$ cat config.mk
export PLATFORM = sky130hd
export DESIGN_NAME = cordic_scheduler
export DESIGN_NICKNAME = d
export VERILOG_FILES = /design/src/rtl/cordic_scheduler.sv
export SDC_FILE = /design/constraint.sdc
export NUM_CORES = 1
export LEC_CHECK = 0
export CAP_MARGIN = 20
export CORE_AREA = 2 2 234 236
export CTS_CLUSTER_DIAMETER = 30
export DETAILED_ROUTE_END_ITERATION = 16
export DIE_AREA = 0 0 236 238
export GPL_TIMING_DRIVEN = 0
export PLACE_DENSITY = 0.53
export SLEW_MARGIN = 10
export SYNTH_ARGS = -nofsm -noshare
export SYNTH_HDL_FRONTEND = slang
export SYNTH_SLANG_ARGS = --single-unit
$ cat constraint.sdc
create_clock -name clk -period 6.3 [get_ports clk]
set_input_delay 1.26 -clock clk [delete_from_list [all_inputs] [get_ports clk]]
set_output_delay 1.26 -clock clk [all_outputs]
set_load 0.01 [all_outputs]
$ cat src/rtl/cordic_scheduler.sv
// cordic_scheduler
// Shares one iterative vectoring CORDIC between N_CH lock-in channels.
// One (I, Q) request is accepted at a time, in round-robin order.
// The request is handed to the CORDIC, and the scheduler waits for the result.
// Magnitude and phase are returned tagged with the requesting channel.
// If the CORDIC never answers, the conversion is abandoned after TIMEOUT cycles.
module cordic_scheduler #(
  parameter int N_CH    = 4,
  parameter int WIDTH   = 42,
  parameter int TIMEOUT = 63,
  localparam int CH_W   = (N_CH > 1) ? $clog2(N_CH) : 1
) (
  input  logic                    clk,
  input  logic                    reset,
  input  logic [N_CH-1:0]         req_valid,
  output logic [N_CH-1:0]         req_ready,
  input  logic [N_CH*WIDTH-1:0]   req_I,
  input  logic [N_CH*WIDTH-1:0]   req_Q,
  output logic                    cordic_valid_in,
  output logic [WIDTH-1:0]        cordic_I,
  output logic [WIDTH-1:0]        cordic_Q,
  input  logic                    cordic_valid_out,
  input  logic [WIDTH-1:0]        cordic_phase,
  input  logic [WIDTH-1:0]        cordic_mag,
  output logic                    res_valid,
  output logic [CH_W-1:0]         res_ch,
  output logic [WIDTH-1:0]        res_phase,
  output logic [WIDTH-1:0]        res_mag,
  output logic                    timeout_err,
  output logic                    busy
);

  localparam int CNT_W = $clog2(TIMEOUT + 1);
  // The abandon decision is taken on the edge that would carry the counter to TIMEOUT
  localparam logic [CNT_W-1:0] CNT_LAST = CNT_W'(TIMEOUT - 1);

  localparam logic [0:0] ST_IDLE = 1'b0;
  localparam logic [0:0] ST_WAIT = 1'b1;

  logic [0:0]       state_q,       state_d;
  logic [CNT_W-1:0] cnt_q,         cnt_d;
  logic [CH_W-1:0]  curCh_q,       curCh_d;
  logic [CH_W-1:0]  lastGrant_q,   lastGrant_d;
  logic             validIn_q,     validIn_d;
  logic [WIDTH-1:0] cordicI_q,     cordicI_d;
  logic [WIDTH-1:0] cordicQ_q,     cordicQ_d;
  logic             resValid_q,    resValid_d;
  logic [CH_W-1:0]  resCh_q,       resCh_d;
  logic [WIDTH-1:0] resPhase_q,    resPhase_d;
  logic [WIDTH-1:0] resMag_q,      resMag_d;
  logic             timeoutErr_q,  timeoutErr_d;

  logic [CH_W-1:0]  grant;
  logic [CH_W-1:0]  candidate;
  logic             anyReq;

  assign anyReq = |req_valid;

  // Round-robin search from lastGrant+1; scanning backwards lets the nearest requester win
  always_comb begin
    grant     = '0;
    candidate = '0;
    for (int k = N_CH; k >= 1; k--) begin
      candidate = CH_W'((int'(lastGrant_q) + k) % N_CH);
      if (req_valid[candidate]) begin
        grant = candidate;
      end
    end
  end

  assign req_ready = (state_q == ST_IDLE && anyReq) ? (N_CH'(1) << grant) : '0;

  // Next-state logic for the IDLE/WAIT controller and all registered outputs
  always_comb begin
    state_d      = state_q;
    cnt_d        = cnt_q;
    curCh_d      = curCh_q;
    lastGrant_d  = lastGrant_q;
    validIn_d    = 1'b0;
    cordicI_d    = cordicI_q;
    cordicQ_d    = cordicQ_q;
    resValid_d   = 1'b0;
    resCh_d      = resCh_q;
    resPhase_d   = resPhase_q;
    resMag_d     = resMag_q;
    timeoutErr_d = 1'b0;
    case (state_q)
      ST_IDLE: begin
        if (anyReq) begin
          cordicI_d   = req_I[int'(grant)*WIDTH +: WIDTH];
          cordicQ_d   = req_Q[int'(grant)*WIDTH +: WIDTH];
          validIn_d   = 1'b1;
          curCh_d     = grant;
          lastGrant_d = grant;
          cnt_d       = '0;
          state_d     = ST_WAIT;
        end
      end
      ST_WAIT: begin
        cnt_d = cnt_q + 1'b1;
        if (cordic_valid_out) begin
          resPhase_d = cordic_phase;
          resMag_d   = cordic_mag;
          resCh_d    = curCh_q;
          resValid_d = 1'b1;
          state_d    = ST_IDLE;
        end else if (cnt_q == CNT_LAST) begin
          timeoutErr_d = 1'b1;
          state_d      = ST_IDLE;
        end
      end
      default: state_d = ST_IDLE;
    endcase
  end

  // State and output registers; reset gives channel 0 first priority
  always_ff @(posedge clk or posedge reset) begin
    if (reset) begin
      state_q      <= ST_IDLE;
      cnt_q        <= '0;
      curCh_q      <= '0;
      lastGrant_q  <= CH_W'(N_CH - 1);
      validIn_q    <= 1'b0;
      cordicI_q    <= '0;
      cordicQ_q    <= '0;
      resValid_q   <= 1'b0;
      resCh_q      <= '0;
      resPhase_q   <= '0;
      resMag_q     <= '0;
      timeoutErr_q <= 1'b0;
    end else begin
      state_q      <= state_d;
      cnt_q        <= cnt_d;
      curCh_q      <= curCh_d;
      lastGrant_q  <= lastGrant_d;
      validIn_q    <= validIn_d;
      cordicI_q    <= cordicI_d;
      cordicQ_q    <= cordicQ_d;
      resValid_q   <= resValid_d;
      resCh_q      <= resCh_d;
      resPhase_q   <= resPhase_d;
      resMag_q     <= resMag_d;
      timeoutErr_q <= timeoutErr_d;
    end
  end

  assign cordic_valid_in = validIn_q;
  assign cordic_I        = cordicI_q;
  assign cordic_Q        = cordicQ_q;
  assign res_valid       = resValid_q;
  assign res_ch          = resCh_q;
  assign res_phase       = resPhase_q;
  assign res_mag         = resMag_q;
  assign timeout_err     = timeoutErr_q;
  assign busy            = (state_q == ST_WAIT);

endmodule

=== After elaboration in Yosys (flattened, before gate mapping) ===
Cells that the tools add are included.
W data, S select, Z words.

* Multiplexer cells: 25
* Bitwise operators: 1
* Magnitude comparators: 4
* Shift-type cells: 3
* Equal/unequal tests: 2
* Reductions and logical operators: 4
* Multipliers: 1
* $add $sub $neg: 5

{| class="wikitable"
|+ Operators by type and width
! cell !! count
|-
| $shiftx A168 B32 Y42 || 1
|-
| $shiftx A168 B9 Y42 || 1
|-
| $mux W1 || 13
|-
| $lt A2 B3 Y1 const B || 4
|-
| $pmux W6 S2 || 1
|-
| $bmux W1 S2 || 4
|-
| $mux W2 || 4
|-
| $mul A2 B5 Y7 const B || 1
|-
| $add A6 B1 Y6 const B || 1
|-
| $eq A6 B6 Y1 const B || 1
|-
| $mux W6 || 1
|-
| $add A2 B1 Y2 const B || 2
|-
| $add A2 B2 Y2 const B || 2
|-
| $mux W4 || 1
|-
| $reduce_and A2 Y1 || 2
|-
| $reduce_or A4 Y1 || 1
|-
| $shl A1 B2 Y4 const A || 1
|-
| $ne A2 B2 Y1 const B || 1
|-
| $pmux W1 S2 || 1
|-
| $logic_and A1 B1 Y1 || 1
|-
| $not A1 Y1 || 1
|}

* Flip-flop bits (word level): 184

=== Logic depth before layout (Yosys ltp) ===
* Depth after elaboration: 9
* Mapped depth: 9
* Depth with buffers taken out: 6

=== Least setup slack after synthesis ===
No wires, ideal clock.

* Kind: input -> output
* Start: input req_valid[3]
* End: output req_ready[1]
* Required time: 5.040 ns
* Stages: 7
* Path slack: 2.704 ns
* Arrival: 2.336 ns
* Cell sequence: nor2b_1 o21ai_2 and3_1 buf_4 buf_6 buf_4 nor2_1

* Cells in the longest elaborated chain, start to end: 8
* Elaborated cells on any way between the ends: 16
* Classes of those cells: shift (1); mux (13); reduce/logical (2)

{| class="wikitable"
|+ RTL lines
! element !! RTL line !! RTL
|-
| start: declaration || 15 || <nowiki>input logic [N_CH-1:0] req_valid,</nowiki>
|-
| $bmux W1 S2 || 65 || <nowiki>if (req_valid[candidate]) begin</nowiki>
|-
| $mux W1 (not written as such) || 65 ||
|-
| $mux W2 (4 in a row) || 65 ||
|-
| $shl A1 B2 Y4 || 71 || <nowiki>assign req_ready = (state_q == ST_IDLE && anyReq) ? (N_CH'(1) << grant) : '0;</nowiki>
|-
| $mux W4 (*) || 71 ||
|-
| end: declaration || 16 || <nowiki>output logic [N_CH-1:0] req_ready,</nowiki>
|}

Every way passes the cells marked *; elsewhere a longest branch is shown, timed or not. The select of a mux whose other input is x is not followed.

=== Worst setup path in the final report ===
* Start: input req_valid[3]
* End: output req_ready[0]

The elaborated chain is that of the path after synthesis.

==> impl_metrics.json <==
{
  "layoutNonFillerInstCount": 2173,
  "area.growth.synth_to_final_pct": 80.4,
  "syn-instance-count": 837,
  "muxShareOfSynthArea_pct": 19.2,
  "clkSinkCount": 184,
  "p_comb_share_pct": 55.4,
  "dpl.hpwl_microns": 38600,
  "cts_hold_buf": 0,
  "synthAdderAreaFrac_pct": 0.265,
  "h-tree-depth": 4,
  "clockBufferDepth": 2,
  "fp.dieH_microns": 238,
  "overflow": 0,
  "coreArea_sq_um": 53500,
  "cts_root_buf": "clkbuf_16",
  "antenna_found_initial": 4,
  "rsz0062_at_grt": "no",
  "placed_cells": 2140,
  "first_pass_iters": 7,
  "clkPwrFrac_pct": 15.6,
  "die_w_microns": 236,
  "yosys.area_share.xor_xnor_pct": 0,
  "switchingPower_w": 0.00288,
  "synthSimpleGateAreaFrac_pct": 13.0,
  "leakage_nw": 6.55,
  "clk_latency_ps": 470,
  "grt_pass1_wl_microns": 68100,
  "min_period_ps": 5560,
  "hold_viol": 0,
  "synth_warnings": 0,
  "place.gp.congestion": 0.811,
  "synth_edf_count": 0,
  "swShare_pct": 39.6,
  "grt_max_degree": 71,
  "vias": 9651,
  "cts_buffers": 17,
  "p_per_area_nw_per_um2": 426,
  "post-cts-setup-buffer-count": 0,
  "port-buffer-count": 604,
  "holdCritPathClass": "reg2reg",
  "slew_viol_final": 0,
  "drc": 0,
  "placed_area_sq_um": 16400,
  "ys_types": 37,
  "synth_area_leaders": "dfrtp_1 48%, a211oi_1 13%, mux2_2 10%",
  "arrival_ps": 4300,
  "fin_tns_setup_ps": 0,
  "num_io_pins": 605,
  "yosysTopAreaCell": "dfrtp_1",
  "synth_flop_cell": "dfrtp_1",
  "fin_nets": 1892,
  "p_int_w": 0.00438,
  "wl_microns": 48000,
  "track_usage_pct": 16.8,
  "dieArea_sq_um": 56200,
  "cts_resized": 0,
  "fin_area_sq_um": 17000,
  "most-common-layout-cells": "604 x clkdlybuf4s50_1, 182 x dfrtp_1, 168 x a211oi_1",
  "max_slew_margin_pct": 39.1,
  "cap_violations": 0,
  "yosysSeqAreaShare_pct": 48.8,
  "power.total_w": 0.00726,
  "path_class": "in2out",
  "grt_pass1_vias": 10360,
  "rows": 85,
  "synth-compound-area-share_pct": 14.6,
  "ys_ff_latch": 184,
  "drtIter0Drc": 370,
  "drive_gt1_share_pct": 10.6,
  "startpoint_type": "primary input",
  "critPathCaptureType": "primary output",
  "whs_ps": 496,
  "clock_skew_ps": 11.2,
  "netlist_area_sq_um": 9450,
  "synth_top_family_by_area": "multiplexers",
  "min_period_over_period_pct": 88.2,
  "worstPathMaxFanout": 10,
  "antenna_left": 0,
  "outcome": "completed",
  "final_common_cell": "clkdlybuf4s50_1",
  "yosys.area.top_type_share_pct": 48.2,
  "syn-num-nets": 1266,
  "cts_tree": "yes",
  "required_ps": 5040,
  "final-setup-viol-count": 0,
  "worst_pin_slew_ps": 914,
  "via_per_inst": 4.44,
  "syn_avg_cell_area_sq_um": 11.3,
  "ir_drop_uv": 190,
  "fmax_mhz": 180,
  "clkTransAtPathRegs_ps": 70,
  "async_flop_share_pct": 100,
  "p_seq_share_pct": 29.0,
  "wl_per_cell_microns": 22.1,
  "initial_core_util_pct": 17.7
}
## worst paths after layout
kind / depth (start not counted) / slack, ps / from / endpoint
max: 8 / 740 / req_valid[3] / req_ready[0]
min: 2 / 500 / curCh_q[1] / curCh_q[1]
max in group asynchronous: 3 / 4330 / reset / lastGrant_q[1]
max reg2reg: 6 / 3500 / lastGrant_q[1] / cordic_Q[8]
min in group asynchronous: 2 / 1210 / reset / res_phase[5]
min reg2reg: 2 / 500 / curCh_q[1] / curCh_q[1]
## sequential cells by signal, indices dropped and copies added, names as in the netlist, 2 cells and up
signal,flops
cordic_Q,42
curCh_q,2
res_phase,42
res_mag,42
cnt_q,6
cordic_I,42
res_ch,2
lastGrant_q,2
## cells by family after synthesis
family / after synthesis
AO/OA/AOI/OAI: 187
buffers and inverters: 91
multiplexers: 170
AND/OR/NAND/NOR: 203
adder cells (fa/ha/maj): 2
flip-flops: 184
## cells in the mapped netlist (3+ instances only)
cell	n
dfrtp_1	182
a211oi_1	168
nor2_1	94
mux2_2	86
and4_1	84
mux2i_1	84
clkbuf_1	50
buf_2	24
buf_1	6
nand2_1	6
o21ai_0	6
a21oi_1	5
inv_1	5
nor2b_1	4
buf_4	3
nand3_1	3
## routing by layer
metal | vias to the layer above | global-route usage [%] | part of all wire [%]
met5 | - | 0 | 0.037
met4 | 4 | 7.26 | 3.7
li1 | 4458 | - | -
met1 | 4648 | 17.5 | 36
met3 | 72 | 5.93 | 9.4
met2 | 469 | 30.5 | 50
## power by group through the flow
stage	Combinational (W)	Sequential (W)	Clock, W
6_report	0.00402	0.00211	0.00113
5_1_grt	0.00431	0.00218	0.00123
4_1_cts	0.00409	0.00211	0.00118
3_5_place_dp	0.00408	0.00213	0
3_3_place_gp	0.00407	0.00211	0
2_1_floorplan	0.00158	0.00235	0
## metrics by stage
| step | setup slack, ps | util [%] |
|---|---|---|
| 6_report | 743 | 31.9 |
| 5_1_grt | 492 | 31.9 |
| 4_1_cts | 587 | 31.8 |
| 3_5_place_dp | 586 | 30.7 |
| 3_3_place_gp | -3020 | 30.6 |
| 2_1_floorplan | 42.9 | - |
## worst max-delay path, cell delays in order
cell,delay [ps]
clkdlybuf4s50_1,530
nor2b_1,220
o21ai_2,120
nand3_1,310
buf_2,430
clkbuf_1,730
nor2_1,100
clkdlybuf4s50_1,590
## cell type report
| class | instances | area [sq um] |
|---|---|---|
| timing repair buffer | 607 | 6120 |
| clock inverter | 13 | 158 |
| clock buffer | 18 | 439 |
| tap | 696 | 871 |
| fill | 5545 | 36500 |
| antenna | 2 | 5.00 |
| sequential | 184 | 4610 |
| multi-input combinational | 562 | 4440 |
| inverter | 6 | 30.0 |
| buffer | 85 | 375 |
(Power assumes the default switching activity.)
==> edit (same flow settings) <==
Change the parameter `TIMEOUT` from 63 to 126.
--- a/src/rtl/cordic_scheduler.sv
+++ b/src/rtl/cordic_scheduler.sv
@@ -9,3 +9,3 @@
   parameter int WIDTH   = 42,
-  parameter int TIMEOUT = 63,
+  parameter int TIMEOUT = 126,
   localparam int CH_W   = (N_CH > 1) ? $clog2(N_CH) : 1
Formal check against the unedited RTL: same outputs for any inputs over 4 cycles, from zero or initial values and one cycle with reset high; that may be too few to reach the edited logic, so the function may still have changed.
==> edit against the unedited design <==
  * Synthesized area decreased by 3.8%
  * Sequential share of layout area rose by 0.77 points
  * Design area down 2.2%
  * Combinational power shrank 3%
  * Routed wire length is 12% lower
  * Global-route usage is 2.0 points lower
  * Non-clock buffer count down 30
  * Worst setup slack better by 350 ps
  * Register-to-register slack better by 170 ps
  * Sequential cell count grew 1
  * Utilization is 0.72 points lower
  * Maximum frequency rose by 6.6%
  * Power shrank 0.96%
==> edit: results (changes against the unedited design) <==
Parameter                              Value

GRT
  Via count of the first global-routing pass    9,347 (-9.8%)
  GR Util All Layers    14.8% (-2.0 points)
  Antenna violations before repair    6 (+2)
  Global-route wire length before repair    61,000 um (-10%)
  Maximum number of pins on one net before global-route repair    105 (+48%)

Route
  Number of iterations in the first detailed-routing pass    4 (-3)
  Avg Vias per Cell    4.15 (-6.5%)

Critical path
  Worst Path Arrival    3950 ps (-350 ps)
  Worst flop-to-flop path startpoint    lastGrant_q[0]$_DFFE_PP1P_
  Path depth of the worst reg2reg path    7 (+1)
  Worst flop-to-flop path endpoint    cordic_I[39]$_DFFE_PP0P_

Synthesis
  Synth unique cells    33 (-11%)
  Mapped Nets    1,155 (-8.8%)
  Most instantiated cells after synthesis    dfrtp_1, mux2i_1, nand2_1
  Portion of netlist area occupied by mux cells    29.2% (+10 points)
  Synth Area in Compound Gates    9.46% (-5.1 points)
  Biggest area contributors in the synthesized netlist    dfrtp_1, mux2i_1, mux2_2, o221ai_1, nand2_1

Layout
  Post-layout nets    1,779 (-6.0%)

Placed design
  HPWL after detailed placement    33,000 um (-15%)
  Global placement routability congestion    0.778 (-4.1%)

Power
  Static Leak    6.92 nW (+5.6%)
  Sw Share    38.0% (-1.6 points)
  Worst IR Drop VDD    0.263 mV (+38%)
  Fraction of power consumed by sequential logic    29.4% (+0.4 points)

STA
  Layout Skew    12.4 ps (+1.21 ps)
  Worst relative slew slack    33.1% (-6.0 points)

Outcome
  Run status    completed
edit: changes by cell type after synthesis, moves of 84 or more:
cell,change
a211oi_1,-168
and4_1,-84
mux2i_1,+84
nand2_1,+88
nor2_1,-86
o221ai_1,+84
edit: cell families after synthesis:
group                      count (synthesis)
AOI/OAI and AO/OA                        103
adders and majority gates                  2
buffers and inverters                     63
DFF                                      185
muxes                                    254
and+or+nand+nor                          119
edit: final cells by class:
class | instances | area, um2
antenna | 3 | 7.51
buffer | 57 | 412
clock buffer | 18 | 439
clock inverter | 14 | 170
fill | 5461 | 36800
inverter | 6 | 30.0
multi-input combinational | 478 | 4020
sequential | 185 | 4630
tap | 696 | 871
timing repair buffer | 605 | 6070
edit: worst max path at each step:
stage | from | end | slack, ps | cells past startpoint
6_report | req_valid[3] | req_ready[2] | 1090 | 8
2_1_floorplan | reset | busy$_DFF_PP0_ | 10 | 1
5_1_grt | req_valid[3] | req_ready[2] | 780 | 8
4_1_cts | req_valid[3] | req_ready[2] | 910 | 8
3_3_place_gp | reset | cordic_I[18]$_DFFE_PP0P_ | -3210 | 2
3_5_place_dp | req_valid[3] | req_ready[2] | 920 | 8
edit: critical path: stages:
cell and delay [ps]:
clkdlybuf4s50_1 470, nor4_1 360, or2_1 180, inv_2 90, nand3_2 300, clkbuf_1 580
nor2_1 160, clkdlybuf4s50_1 530
edit: routing by layer:
layer | wire length, um | GRT usage [%] | up-vias
li1 | - | - | 3962
met5 | 26 | 0 | -
met4 | 980 | 5.17 | 4
met2 | 20800 | 25.6 | 423
met3 | 3840 | 5.99 | 48
met1 | 16700 | 16.4 | 4124
edit: through the flow:
step                      util [%]  cells
final                         31.1   2062
after global routing          31.1   2061
after CTS                     31.1   2059
after detailed placement      30.0   2027
after global placement        29.9   2026
after floorplan                  -    726
